--- src/rtl/psk_qam_mapper.sv ---
// Serial-bit to Gray-coded BPSK/QPSK/16-QAM symbol mapper.
// Packs 1, 2 or 4 bits per symbol according to a run-time mode; the mode is latched on each symbol's first bit.
module psk_qam_mapper #(
  parameter int W   = 11,
  parameter int AMP = 8
) (
  input  logic                CLK,
  input  logic                RST,
  input  logic [1:0]          mode_i,
  input  logic                valid_i,
  input  logic                data_i,
  input  logic                flush_i,
  output logic                valid_x,
  output logic signed [W-1:0] xr,
  output logic signed [W-1:0] xi,
  output logic                busy_o
);

  localparam int unsigned CW = 3;
  localparam logic signed [W-1:0] L_P1 = W'(AMP);
  localparam logic signed [W-1:0] L_P3 = W'(3 * AMP);
  localparam logic signed [W-1:0] L_M1 = W'(-AMP);
  localparam logic signed [W-1:0] L_M3 = W'(-3 * AMP);

  if (3 * AMP > (2 ** (W - 1)) - 1) begin : g_amp_chk
    $error("psk_qam_mapper: 3*AMP does not fit in signed W bits");
  end

  // Gray-coded 4-level axis value: 00 -3A, 01 -A, 11 +A, 10 +3A
  function automatic logic signed [W-1:0] qam_lvl(input logic [1:0] b);
    case (b)
      2'b00:   qam_lvl = L_M3;
      2'b01:   qam_lvl = L_M1;
      2'b11:   qam_lvl = L_P1;
      default: qam_lvl = L_P3;
    endcase
  endfunction

  logic [CW-1:0]       r_cnt;
  logic [3:0]          r_sr;
  logic [1:0]          r_mode;
  logic                r_valid;
  logic                r_busy;
  logic signed [W-1:0] r_xr;
  logic signed [W-1:0] r_xi;

  logic                w_first;
  logic [1:0]          w_mode;
  logic [CW-1:0]       w_nbits;
  logic [CW-1:0]       w_cnt_inc;
  logic [3:0]          w_sr;
  logic                w_done;
  logic signed [W-1:0] w_xr;
  logic signed [W-1:0] w_xi;

  // The first bit of a symbol uses mode_i directly so BPSK needs no extra cycle
  always_comb begin
    w_first   = (r_cnt == '0);
    w_mode    = w_first ? mode_i : r_mode;
    w_sr      = {r_sr[2:0], data_i};
    w_cnt_inc = r_cnt + CW'(1);
    case (w_mode)
      2'b01:   w_nbits = CW'(2);
      2'b10:   w_nbits = CW'(4);
      default: w_nbits = CW'(1);
    endcase
    w_done = valid_i && !flush_i && (w_cnt_inc == w_nbits);
  end

  // Map the completed group; b0 is the oldest bit in the shift register
  always_comb begin
    w_xr = data_i ? L_P1 : L_M1;
    w_xi = '0;
    case (w_mode)
      2'b01: begin
        w_xr = w_sr[1] ? L_P1 : L_M1;
        w_xi = w_sr[0] ? L_P1 : L_M1;
      end
      2'b10: begin
        w_xr = qam_lvl(w_sr[3:2]);
        w_xi = qam_lvl(w_sr[1:0]);
      end
      default: ;
    endcase
  end

  always_ff @(posedge CLK or posedge RST) begin
    if (RST) begin
      r_cnt   <= '0;
      r_sr    <= '0;
      r_mode  <= 2'b00;
      r_valid <= 1'b0;
      r_busy  <= 1'b0;
      r_xr    <= '0;
      r_xi    <= '0;
    end else begin
      r_valid <= w_done;
      if (flush_i) begin
        r_cnt  <= '0;
        r_sr   <= '0;
        r_busy <= 1'b0;
      end else if (valid_i) begin
        r_sr <= w_sr;
        if (w_first) begin
          r_mode <= mode_i;
        end
        if (w_done) begin
          r_cnt  <= '0;
          r_busy <= 1'b0;
          r_xr   <= w_xr;
          r_xi   <= w_xi;
        end else begin
          r_cnt  <= w_cnt_inc;
          r_busy <= 1'b1;
        end
      end
    end
  end

  assign valid_x = r_valid;
  assign xr      = r_xr;
  assign xi      = r_xi;
  assign busy_o  = r_busy;

endmodule

--- config.mk ---
export PLATFORM = sky130hd
export DESIGN_NAME = psk_qam_mapper
export DESIGN_NICKNAME = d
export VERILOG_FILES = /design/src/rtl/psk_qam_mapper.sv
export SDC_FILE = /design/constraint.sdc
export NUM_CORES = 1
export LEC_CHECK = 0
export ABC_AREA = 1
export BUFFER_PORTS_ARGS = -buffer_cell sky130_fd_sc_hd__buf_2
export CAP_MARGIN = 20
export CORE_ASPECT_RATIO = 0.8
export CORE_MARGIN = 5
export CORE_UTILIZATION = 50
export DETAILED_ROUTE_END_ITERATION = 6
export PLACE_DENSITY = 0.77
export REMOVE_ABC_BUFFERS = 1
export SYNTH_ARGS = -nofsm -noshare
export SYNTH_HDL_FRONTEND = slang
export SYNTH_SLANG_ARGS = --single-unit
--- constraint.sdc ---
create_clock -name CLK -period 4.35 [get_ports CLK]
set_input_delay 0.435 -clock CLK [delete_from_list [all_inputs] [get_ports CLK]]
set_output_delay 0.435 -clock CLK [all_outputs]
set_load 0.005 [all_outputs]
; After elaboration in Yosys (flattened, before gate mapping)
; Cells that the tools add are included.
[word_totals]
ff_bits = 32
inputBits = 7
word_cells = 41
[op_classes]
n_addsub = 1
n_eq_ne = 7
muxes = 16
bitwise_logic = 1
reduce_logical = 9
[op_table]
columns = operator, n
row1 = $pmux 11 s3, 2
row2 = $pmux 11 s2, 2
row3 = $mux 11, 2
row4 = $mux 3, 5
row5 = $eq 2x1->1 const B, 3
row6 = $eq 2x2->1 const B, 3
row7 = $pmux 3 s2, 1
row8 = $logic_not 2->1, 2
row9 = $add 3x1->3 const B, 1
row10 = $eq 3x3->1, 1
row11 = $logic_not 3->1, 1
row12 = $mux 1, 3
row13 = $reduce_and 3->1, 1
row14 = $logic_and 1x1->1, 2
row15 = $mux 2, 1
row16 = $reduce_and 2->1, 1
row17 = $reduce_bool 2->1, 1
row18 = $logic_not 1->1, 1
row19 = $not 1->1, 1

; Depth between registers and ports, before layout
[depth]
word_depth = 9
mapped_depth = 12
ltp_nobuf = 12

; Least setup slack after synthesis
; OpenSTA, ideal clock, no wires.
[synth_timing]
path_type = reg2reg
from = register r_cnt[0]
to = register r_xi[9], in the netlist xi[9]
arrival_time_ns = 1.902
required_time_ns = 4.233
path_slack_ns = 2.331
path_stages_with_launch = 13
n_path_buf = 0
cell_sequence = dfrtp_1 > inv_1 > ha_1 > nand2_2 > nand2_1 > nand2_2 > ha_1 > xor2_1 > nand2_1 > nor2_4 > nand3_4 > nand2_1 > nand2_1
[synth_via]
elab_chain_cells = 7
word_cells_on_any_way = 10
cone_classes = add/sub: 1 / eq/ne: 3 / mux: 3 / reduce/logical: 3
[synth_rtl]
columns = element, line
row1 = start: declaration, 39  ; logic [CW-1:0] r_cnt;
row2 = start signal: assignment, 113  ; r_cnt <= w_cnt_inc;
row3 = $logic_not 3->1, 58  ; w_first = (r_cnt == '0);
row4 = $mux 2, --
row5 = $eq 2x2->1 / $eq 2x1->1 (equally long branches), "62, 74"
row6 = $pmux 3 s2, 62  ; case (w_mode)
row7 = $eq 3x3->1, 67  ; w_done = valid_i && !flush_i && (w_cnt_inc == w_nbits);
row8 = $logic_and 1x1->1, 67
row9 = $reduce_and 3->1 (no source line), --
row10 = end signal: assignment, 111  ; r_xi <= w_xi;
row11 = end: declaration, 45  ; logic signed [W-1:0] r_xi;
; Several ways; a longest one is shown, not always the timed one.
; A chain may end at the register's enable or synchronous reset.

; Worst setup path after layout
; Ends and elaborated chain as after synthesis.

==> implementation parameters <==
Parameter                              Value

Clocking
  Sinks on the clock net ... 16
  H-tree levels ... 1
  CTS hold repair buffers ... 0
  Number of buffers inserted by post-CTS setup repair ... 0
  Skew-Pair Late Insertion Delay ... 0.28 ns
  Post-CTS Resized ... 0
  Clock buffer depth ... 2
  Clock slew at reported path FFs ... 0.10 ns
  Cts bufs inserted ... 3
  Clock root buffer ... sky130_fd_sc_hd__clkbuf_4
  CTS tree ... built

Job
  Number of max-cap violations ... 0

STA
  Number of failing setup endpoints in the final timing report ... 0
  Final Hold Viols ... 0
  Least-Margin Pin Slew ... a little under 0.6 ns
  Headroom to the max-slew limit ... 60.3%
  RSZ-0062 raised after global routing ... no
  Final Slew Violations ... 0
  Setup total negative slack ... 0 ns
  Final critical delay including setup and external delays ... 2.21 ns
  Clock skew after layout ... 0.00414 ns
  Max Clk Rate ... 452 MHz
  Part of the cycle the worst path needs ... between 50% and 60%

Placed design
  Half-perimeter wire length after placement ... 1710 µm
  Routability-driven placement congestion ratio ... 0.866
  Quantity of I/O buffers inserted on ports ... 24
  Instance area after placement ... 1180 µm²

Cells and area
  Count of inserted antenna diode cells ... 0
  Share of layout cells above drive strength 1 ... 26.1%
  Area Growth Syn to Fin ... 7.65%
  Final-stage net count ... 178
  Commonest non-fill, non-tap cells in the layout ... 38 x sky130_fd_sc_hd__nand2_1, 24 x sky130_fd_sc_hd__buf_2, 17 x sky130_fd_sc_hd__inv_1
  Most common library cell in the layout ignoring fill and taps ... sky130_fd_sc_hd__nand2_1
  Cell area after layout ... approximately 1200 µm²

Outcome
  Outcome ... complete, no violations

Die
  Die area ... between 3000 and 4000 µm²
  Vert. Die Dim ... roughly 52 µm
  I/O pin cnt ... 31
  Number of cell rows ... 15
  Floorplan core area ... 2160 µm²
  Initial Util ... 52.3%
  Die W ... 63.1 µm

Worst setup path
  Category of the worst setup path launch point ... flip-flop
  Classification of the worst setup path ... flip-flop to flip-flop
  FF-to-FF Start ... r_cnt[0]$_DFFE_PP0P_
  Data arrival time at the worst-slack endpoint ... 2.39 ns
  Worst setup EP type ... flip-flop
  Crit path launch ... r_cnt[0]$_DFFE_PP0P_
  CP Max Fanout ... 7
  Required time of the worst setup path ... ~4.5 ns

Pwr
  Power per unit of standard cell area ... 621 nW/µm²
  Worst vdd rail ir drop ... 425 µV
  P_leak ... 0.717 nW

Global route
  Aggregate global-route resource usage ... 12.9%
  Global route overflow ... 0
  Antenna violations before repair ... 0
  Largest net degree at the start of global routing ... 17
  Wire length of the first global-routing pass ... 3420 µm
  Number of global-route vias before repair ... 784

Route
  Remaining routing DRC violations ... 0
  DR vias/cell ... 4.84
  Number of optimization iterations in the first detailed-route pass ... 4
  Total via count after detailed routing ... 900
  Initial detailed-routing violation count ... 17
  Number of nets with antenna violations after routing ... 0
  Per-cell routed wire length ... 10.9 µm
  Final wirelength ... 2030 µm

Yosys
  Share of the yosys chip area belonging to registers ... 35.5%
  Synthesis warning total ... 0
  Cells after Synth ... 144
  Mapped Area ... 1130 µm²
  Number of distinct library cells after synthesis ... 20
  Flops & latches, synth ... 16
  Post-synthesis area per instance ... 7.84 µm²

Min path
  Worst hold-check path type ... input port to async pin
## cells by family after synthesis
group | after synthesis | share of synthesized area, %
AND/OR/NAND/NOR | 73 | 31.8
buffers and inverters | 35 | 17.0
flip-flops | 16 | 35.5
adder cells (fa/ha/maj) | 9 | 9.98
AO/OA/AOI/OAI | 8 | 3.88
XOR/XNOR | 2 | 1.55
other | 1 | 0.332
## per-layer routing
layer	wire length, µm	global-route usage, %	share of wire, %
met5	0	0	0
met4	9	2.12	0.44
met3	165	4.51	8.1
met2	942	22.0	46
met1	914	16.1	45
## power by group
group / switching (mW) / internal (mW)
sequential: 0.0285 / 0.188
combinational: 0.277 / 0.163
clock: 0.0471 / 0.0509
total: 0.352 / 0.403
## Yosys cell counts
cell | count | area share (%)
sky130_fd_sc_hd__nand3_4 | 1 | 1.6
sky130_fd_sc_hd__xor2_1 | 1 | 0.78
sky130_fd_sc_hd__inv_2 | 2 | 0.67
sky130_fd_sc_hd__xnor2_1 | 1 | 0.78
sky130_fd_sc_hd__inv_1 | 17 | 5.7
sky130_fd_sc_hd__nand3b_1 | 3 | 2.0
sky130_fd_sc_hd__nor2_2 | 1 | 0.55
sky130_fd_sc_hd__nand3_2 | 1 | 0.89
sky130_fd_sc_hd__conb_1 | 1 | 0.33
sky130_fd_sc_hd__nand3_1 | 15 | 6.7
sky130_fd_sc_hd__o21ai_0 | 3 | 1.3
sky130_fd_sc_hd__dfrtp_1 | 16 | 35
sky130_fd_sc_hd__nor2_1 | 5 | 1.7
sky130_fd_sc_hd__buf_4 | 16 | 11
sky130_fd_sc_hd__o22ai_1 | 3 | 1.7
sky130_fd_sc_hd__nand2_1 | 38 | 13
sky130_fd_sc_hd__ha_1 | 9 | 10
sky130_fd_sc_hd__nand2_2 | 7 | 3.9
sky130_fd_sc_hd__a21oi_1 | 2 | 0.89
sky130_fd_sc_hd__nor2_4 | 2 | 2.0
## path summary, 6_finish.rpt
path,depth (start not counted),to,slack [ns]
max in group asynchronous,2,r_mode[0]$_DFFE_PP0P_,3.76
min,2,xi[9]$_DFFE_PP0P_,0.20
min reg2reg,2,xr[3]$_DFFE_PP0P_,0.47
max reg2reg,12,xi[9]$_DFFE_PP0P_,2.14
max,12,xi[9]$_DFFE_PP0P_,2.14
min in group CLK,2,xr[3]$_DFFE_PP0P_,0.47
## worst max-delay path, cell delays in order, from the launching register on
cell and delay (ns):
sky130_fd_sc_hd__dfrtp_1 0.43, sky130_fd_sc_hd__inv_1 0.09, sky130_fd_sc_hd__ha_1 0.25, sky130_fd_sc_hd__nand2_2 0.10, sky130_fd_sc_hd__nand2_1 0.08, sky130_fd_sc_hd__nand2_2 0.07
sky130_fd_sc_hd__ha_1 0.37, sky130_fd_sc_hd__xor2_1 0.23, sky130_fd_sc_hd__nand2_1 0.12, sky130_fd_sc_hd__nor2_4 0.12, sky130_fd_sc_hd__nand3_4 0.11, sky130_fd_sc_hd__nand2_1 0.09
sky130_fd_sc_hd__nand2_1 0.06
## per-stage QoR
step | util, % | power [mW] | setup slack [ns] | std cells | hold WS (ns)
2_1_floorplan | - | 0.551 | 2.33 | 133 | 0.349
3_3_place_gp | 54.6 | 0.649 | 2.23 | 182 | 0.452
3_5_place_dp | 54.6 | 0.665 | 2.12 | 182 | 0.450
4_1_cts | 56.3 | 0.766 | 2.11 | 186 | 0.223
5_1_grt | 56.3 | 0.831 | 1.92 | 186 | 0.267
6_report | 56.3 | 0.755 | 2.14 | 186 | 0.197
## area by class of cell
cell class | count | area [µm²]
Tap cell | 25 | 31.3
Inverter | 19 | 71.3
Timing Repair Buffer | 24 | 120
Sequential cell | 16 | 400
Clock buffer | 4 | 36.3
Fill cell | 210 | 943
Multi-Input combinational cell | 98 | 556
## sequential cells by signal, indices dropped and copies added, names as in the netlist
register / cells
r_cnt: 3
xi: 3
r_mode: 2
busy_o: 1
r_sr: 3
xr: 3
valid_x: 1
Power figures use the tool's default switching activity.
